<file path="config.mk">
export PLATFORM = sky130hd
export DESIGN_NAME = j_pixel_scanner
export DESIGN_NICKNAME = d
export VERILOG_FILES = /design/src/rtl/j_pixel_scanner.sv
export SDC_FILE = /design/constraint.sdc
export NUM_CORES = 1
export LEC_CHECK = 0
export ABC_AREA = 0
export CAP_MARGIN = 20
export CORE_UTILIZATION = 70
export CTS_CLUSTER_DIAMETER = 50
export DETAILED_ROUTE_END_ITERATION = 10
export DONT_BUFFER_PORTS = 1
export PLACE_DENSITY = 0.86
export SLEW_MARGIN = 10
export SYNTH_ARGS = -nofsm -noshare
export SYNTH_HDL_FRONTEND = slang
export SYNTH_SLANG_ARGS = --single-unit
</file>
<file path="constraint.sdc">
create_clock -name clk -period 7.4 [get_ports clk]
set_input_delay 1.11 -clock clk [delete_from_list [all_inputs] [get_ports clk]]
set_output_delay 1.11 -clock clk [all_outputs]
set_load 0.05 [all_outputs]
</file>
<file path="src/rtl/j_pixel_scanner.sv">
// j_pixel_scanner: frame pixel-scan generator.
// After an accepted start, walks every pixel of the latched img_width x img_height frame and
// emits (col, row, pix_addr) beats over a valid/ready handshake. Addresses are built
// incrementally with adders only.
// Build option J_BLOCK_SCAN_EN: scan in 8x8 tiles (tiles left->right, strips top->bottom),
// dimensions must be nonzero multiples of 8, row_done pulses once per finished tile strip.
module j_pixel_scanner #(
    parameter int unsigned DIM_W  = 13,
    parameter int unsigned ADDR_W = 26
) (
    input  logic              clk,
    input  logic              rst,
    input  logic              start,
    input  logic              abort,
    input  logic [DIM_W-1:0]  img_width,
    input  logic [DIM_W-1:0]  img_height,
    input  logic              out_ready,
    output logic              out_valid,
    output logic [DIM_W-1:0]  col,
    output logic [DIM_W-1:0]  row,
    output logic [ADDR_W-1:0] pix_addr,
    output logic              row_done,
    output logic              frame_done,
    output logic              busy,
    output logic              cfg_err
);

    typedef enum logic [1:0] {StIdle, StScan, StDone} state_e;

    localparam logic [DIM_W-1:0]  DimOne  = 1;
    localparam logic [ADDR_W-1:0] AddrOne = 1;

    state_e            state_q, state_d;
    logic [DIM_W-1:0]  width_q, width_d;
    logic [DIM_W-1:0]  height_q, height_d;
    logic [DIM_W-1:0]  col_q, col_d;
    logic [DIM_W-1:0]  row_q, row_d;
    logic [ADDR_W-1:0] addr_q, addr_d;
    // Address of the first pixel of the current line (within the current tile in block mode).
    logic [ADDR_W-1:0] row_base_q, row_base_d;
    logic              valid_q, valid_d;
    logic              row_done_q, row_done_d;
    logic              frame_done_q, frame_done_d;
    logic              cfg_err_q, cfg_err_d;

    logic [ADDR_W-1:0] width_ext;
    logic              dims_ok;
    logic              xfer;
    logic              last_col;
    logic              last_row;

`ifdef J_BLOCK_SCAN_EN
    localparam logic [ADDR_W-1:0] AddrEight = 8;

    logic [ADDR_W-1:0] tile_base_q, tile_base_d;
    logic [ADDR_W-1:0] strip_base_q, strip_base_d;
    logic [ADDR_W-1:0] width_x8;
    logic              tile_x_end;
    logic              tile_y_end;

    assign width_x8   = width_ext << 3;
    // Tile origins sit on multiples of 8, so the low index bits are the in-tile offsets.
    assign tile_x_end = (col_q[2:0] == 3'd7);
    assign tile_y_end = (row_q[2:0] == 3'd7);
    assign dims_ok    = (img_width != '0) && (img_height != '0) &&
                        (img_width[2:0] == 3'd0) && (img_height[2:0] == 3'd0);
`else
    assign dims_ok    = (img_width != '0) && (img_height != '0);
`endif

    assign width_ext = ADDR_W'(width_q);
    assign xfer      = valid_q && out_ready;
    assign last_col  = (col_q == width_q - DimOne);
    assign last_row  = (row_q == height_q - DimOne);

    // Next-state: start/latch, scan stepping on each transfer, abort override last.
    always_comb begin
        state_d      = state_q;
        width_d      = width_q;
        height_d     = height_q;
        col_d        = col_q;
        row_d        = row_q;
        addr_d       = addr_q;
        row_base_d   = row_base_q;
        valid_d      = valid_q;
        row_done_d   = 1'b0;
        frame_done_d = 1'b0;
        cfg_err_d    = cfg_err_q;
`ifdef J_BLOCK_SCAN_EN
        tile_base_d  = tile_base_q;
        strip_base_d = strip_base_q;
`endif

        unique case (state_q)
            StIdle: begin
                if (start) begin
                    if (dims_ok) begin
                        state_d    = StScan;
                        width_d    = img_width;
                        height_d   = img_height;
                        cfg_err_d  = 1'b0;
                        valid_d    = 1'b1;
                        col_d      = '0;
                        row_d      = '0;
                        addr_d     = '0;
                        row_base_d = '0;
`ifdef J_BLOCK_SCAN_EN
                        tile_base_d  = '0;
                        strip_base_d = '0;
`endif
                    end else begin
                        cfg_err_d = 1'b1;
                    end
                end
            end
            StScan: begin
                if (xfer) begin
`ifdef J_BLOCK_SCAN_EN
                    if (!tile_x_end) begin
                        col_d  = col_q + DimOne;
                        addr_d = addr_q + AddrOne;
                    end else if (!tile_y_end) begin
                        // Next line inside the same tile.
                        col_d      = {col_q[DIM_W-1:3], 3'b000};
                        row_d      = row_q + DimOne;
                        row_base_d = row_base_q + width_ext;
                        addr_d     = row_base_q + width_ext;
                    end else if (!last_col) begin
                        // Next tile to the right; col_q ends in 7 so +1 lands on its origin.
                        col_d       = col_q + DimOne;
                        row_d       = {row_q[DIM_W-1:3], 3'b000};
                        tile_base_d = tile_base_q + AddrEight;
                        row_base_d  = tile_base_q + AddrEight;
                        addr_d      = tile_base_q + AddrEight;
                    end else if (!last_row) begin
                        // Next strip of tiles.
                        col_d        = '0;
                        row_d        = row_q + DimOne;
                        strip_base_d = strip_base_q + width_x8;
                        tile_base_d  = strip_base_q + width_x8;
                        row_base_d   = strip_base_q + width_x8;
                        addr_d       = strip_base_q + width_x8;
                        row_done_d   = 1'b1;
                    end else begin
                        valid_d      = 1'b0;
                        row_done_d   = 1'b1;
                        frame_done_d = 1'b1;
                        state_d      = StDone;
                    end
`else
                    if (!last_col) begin
                        col_d  = col_q + DimOne;
                        addr_d = addr_q + AddrOne;
                    end else if (!last_row) begin
                        col_d      = '0;
                        row_d      = row_q + DimOne;
                        row_base_d = row_base_q + width_ext;
                        addr_d     = row_base_q + width_ext;
                        row_done_d = 1'b1;
                    end else begin
                        valid_d      = 1'b0;
                        row_done_d   = 1'b1;
                        frame_done_d = 1'b1;
                        state_d      = StDone;
                    end
`endif
                end
            end
            StDone: begin
                state_d = StIdle;
            end
            default: begin
                state_d = StIdle;
            end
        endcase

        // abort wins over start and over a same-cycle transfer; cfg_err and dims are kept.
        if (abort) begin
            state_d      = StIdle;
            width_d      = width_q;
            height_d     = height_q;
            cfg_err_d    = cfg_err_q;
            valid_d      = 1'b0;
            row_done_d   = 1'b0;
            frame_done_d = 1'b0;
            col_d        = '0;
            row_d        = '0;
            addr_d       = '0;
            row_base_d   = '0;
`ifdef J_BLOCK_SCAN_EN
            tile_base_d  = '0;
            strip_base_d = '0;
`endif
        end
    end

    // State and datapath registers.
    always_ff @(posedge clk or posedge rst) begin
        if (rst) begin
            state_q      <= StIdle;
            width_q      <= '0;
            height_q     <= '0;
            col_q        <= '0;
            row_q        <= '0;
            addr_q       <= '0;
            row_base_q   <= '0;
            valid_q      <= 1'b0;
            row_done_q   <= 1'b0;
            frame_done_q <= 1'b0;
            cfg_err_q    <= 1'b0;
`ifdef J_BLOCK_SCAN_EN
            tile_base_q  <= '0;
            strip_base_q <= '0;
`endif
        end else begin
            state_q      <= state_d;
            width_q      <= width_d;
            height_q     <= height_d;
            col_q        <= col_d;
            row_q        <= row_d;
            addr_q       <= addr_d;
            row_base_q   <= row_base_d;
            valid_q      <= valid_d;
            row_done_q   <= row_done_d;
            frame_done_q <= frame_done_d;
            cfg_err_q    <= cfg_err_d;
`ifdef J_BLOCK_SCAN_EN
            tile_base_q  <= tile_base_d;
            strip_base_q <= strip_base_d;
`endif
        end
    end

    assign out_valid  = valid_q;
    assign col        = col_q;
    assign row        = row_q;
    assign pix_addr   = addr_q;
    assign row_done   = row_done_q;
    assign frame_done = frame_done_q;
    assign busy       = (state_q != StIdle);
    assign cfg_err    = cfg_err_q;

endmodule

</file>
==> results.tsv <==
stage	metric	value	unit
hold_path	Hold Path Class	register to register	
synth	Post-Synth XOR/XNOR Area	8.30	%
synth	Synth area leaders	dfrtp_1, xnor2_1, mux2_2	
routing	Vias/cell	6.96	
critical_path	CP max stage cell	nor4b_4	
synth	#FFs+latches synth	110	
sta	final period utilization	61.4	%
sta	setup TNS	0	ps
pwr	power per cell area	193	nW/um2
routing	WL final	19000	um
synth	post-synth top area cell	dfrtp_1	
synth	main combinational cell family by area after synthesis	simple AND/OR/NAND/NOR gates	
floorplan	Die X	102	um
sta	Max Freq	0.220	GHz
synth	Compound-Gate Fraction of Synth Area	17.2	%
routing	Routed met1 length	7230	um
routing	Starting DRT DRC Count	490	
place	GPL Wtd Cong	0.953	
critical_path	largest stage delay on the critical path	750	ps
hold_path	hold path cells	2	
sta	setup violators final	0	
routing	highest routed layer	met4	
clock_network	cts repair resizes	0	
floorplan	area of the die	10500	um2
clock_network	Clock Pin Slew Worst Setup and Hold Paths	110	ps
finish	layout cells sized above 1	7.91	%
finish	Final Cell Area	7360	um2
critical_path	Critical Path, Cell by Cell	inv_1, ha_1, or4b_4, nor2_4, xnor2_1, or4_1, nor3_4, nor4b_4, or2_1, nor3_1, a221o_1	
synth	multiplexer share of the synthesized area	4.85	%
floorplan	io pins	88	
global_route	Congestion Overflow GR	0	
routing	DRT Pass-1 Iters	6	
finish	most frequent cells in the layout	dfrtp_1, nand2_1, nor2_1	
critical_path	Required @ worst endpoint	7680	ps
synth	Post-Syn Instances	804	
critical_path	WP data arrival	4820	ps
place	DP Area	7170	um2
global_route	largest net degree at the start of global routing	66	
synth	predominant post-synthesis flop cell	dfrtp_1	
critical_path	R2R Path Start	width_q[1]	
synth	sequential area share after synthesis	39.0	%
floorplan	Chip Height	102	um
sta	Slew Limit Fails	0	
critical_path	capture point of the worst reg-to-reg path	pix_addr[24]	
sta	Tmin final	4540	ps
routing	metal3 WL	2060	um
hold_path	Worst Hold Path EP	row_base_q[0]	
clock_network	H-tree depth	3	
sta	worst clock skew	18.7	ps
routing	Remaining DRCs	0	
critical_path	CP top delay family	simple AND/OR/NAND/NOR gates	
outcome	status	complete, no violations	
critical_path	CP Buf/Inv Count	1	
floorplan	Initial Util	72.3	%
critical_path	Setup crit end kind	register	
global_route	number of global-route vias before repair	6315	
synth	synth unique cells	69	
global_route	antenna violations before repair	0	
critical_path	startpoint types	register	
clock_network	Root Driver	clkbuf_8	
clock_network	worst-case clock buffer depth	2	
synth	Netlist Area Pre-Place	7070	um2
floorplan	Core Area	9770	um2
critical_path	reg2reg path depth	11	
floorplan	row cnt	36	
critical_path	worst-path fanout max	23	
clock_network	CTS tree	built	
synth	Synth Area in Adders	3.47	%
sta	Hold Fails Final Rpt	0	
place	DP HPWL	13600	um
pwr	Leakage	3.08	nW
finish	number of diodes	0	
clock_network	Clk Latency, worst-skew pair	400	ps
clock_network	clock sinks	110	
clock_network	total CTS buffers	9	
pwr	Peak VDD IR	129	uV
place	number of port buffers	0	
flow_run	Max Cap Violations	0	
routing	WL per Instance	20.4	um
finish	Area Overhead vs Synth	4.09	%
critical_path	Crit Path Class	register to register	
synth	Yosys top cell area share	39.0	%
sta	RSZ-0062 raised after global routing	false	
clock_network	Setup Fix Bufs, Post-CTS	0	
synth	Async S/R FF share, synth	100	%
global_route	first-pass GRT wire length	30600	um
synth	Post-Syn Nets	854	
routing	antenna violation net count after detailed routing	0	
sta	relative slew slack	30.6	%
finish	Final nets	841	
synth	synth warn	0	
routing	total number of vias	6465	
critical_path	reg2reg setup slack	2860	ps
hold_path	Hold Crit Start	row_base_q[0]	
sta	Worst-Margin Slew	1040	ps
synth	simple-gate share of the synthesized area	23.9	%
finish	commonest non-fill, non-tap cell in the layout	dfrtp_1	
synth	Post-synth EDFFs	0	
routing	routed wl met2	9040	um
global_route	Total GRT Usage	37.8	%
clock_network	CTS Hold Bufs	0	
synth	syn avg cell area	8.79	um2
cells by family after synthesis:
family | after synthesis
AND/OR/NAND/NOR | 327
AO/OA/AOI/OAI | 192
flip-flops | 110
XOR/XNOR | 67
buffers and inverters | 58
multiplexers | 31
adder cells (fa/ha/maj) | 19
registers in the layout, indices dropped and copies added (netlist names), 2 cells and up:
register / flops
pix_addr: 26
state_q: 2
height_q: 13
row_base_q: 26
row: 13
width_q: 13
col: 13
how the worst max path moves through the flow:
stage | endpoint | startpoint | slack [ps] | depth (start not counted)
after floorplan | cfg_err | rst | 3390 | 1
after global placement | pix_addr[24] | width_q[1] | 3220 | 11
after detailed placement | pix_addr[24] | width_q[1] | 3010 | 11
after CTS | pix_addr[24] | width_q[1] | 2950 | 11
after global routing | pix_addr[24] | height_q[0] | 2640 | 11
final | pix_addr[24] | width_q[1] | 2860 | 11
layout make-up:
cell class | count | area, um2
clock buffers | 15 | 156
multi-input cells | 636 | 4100
well taps | 133 | 166
inverters | 28 | 108
flip-flops and latches | 110 | 2750
repair buffers | 6 | 65.1
fillers | 702 | 2420
clock inverters | 1 | 5.00
cells in the mapped netlist, drive strengths merged, types with 12 or more instances:
cell and n:
and3 17, a21oi 51, xnor2 50, mux2 26, xor2 17, nand3 34
ha 18, inv 28, nand4 17, nor4 15, nor2 78, or3 12
dfrtp 110, buf 14, nor3 25, nand2 78, o21ai 59, clkbuf 16
power by group:
| part | leakage [nW] | total (mW) | switching, mW | internal, mW |
|---|---|---|---|---|
| combinational | 1.52 | 0.371 | 0.225 | 0.146 |
| clock | 0.0817 | 0.332 | 0.199 | 0.132 |
| sequential | 1.47 | 0.719 | 0.0797 | 0.639 |
| total | 3.08 | 1.42 | 0.503 | 0.918 |
metrics by stage:
stage | utilization (%) | hold WS (ps) | instances | power [mW] | setup slack [ps]
after floorplan | - | 443 | 804 | 0.990 | 3390
after global placement | 73.3 | 456 | 912 | 1.06 | 3220
after detailed placement | 73.3 | 470 | 912 | 1.09 | 3010
after CTS | 75.0 | 492 | 928 | 1.41 | 2950
after global routing | 75.3 | 532 | 929 | 1.49 | 2640
final | 75.3 | 488 | 929 | 1.42 | 2860
metal layers:
layer | GRT usage, % | vias to the layer above
met5 | 0 | -
met4 | 17.5 | 0
met3 | 9.71 | 89
met2 | 60.6 | 440
met1 | 47.8 | 3045
li1 | - | 2891
worst register-to-register path, stage by stage (launching register included):
cell	delay (ps)
dfrtp_1	430
inv_1	120
ha_1	230
or4b_4	540
nor2_4	140
xnor2_1	90
or4_1	560
nor3_4	380
nor4b_4	750
or2_1	730
nor3_1	130
a221o_1	340
Note: power is estimated with default switching activity, not from simulation.
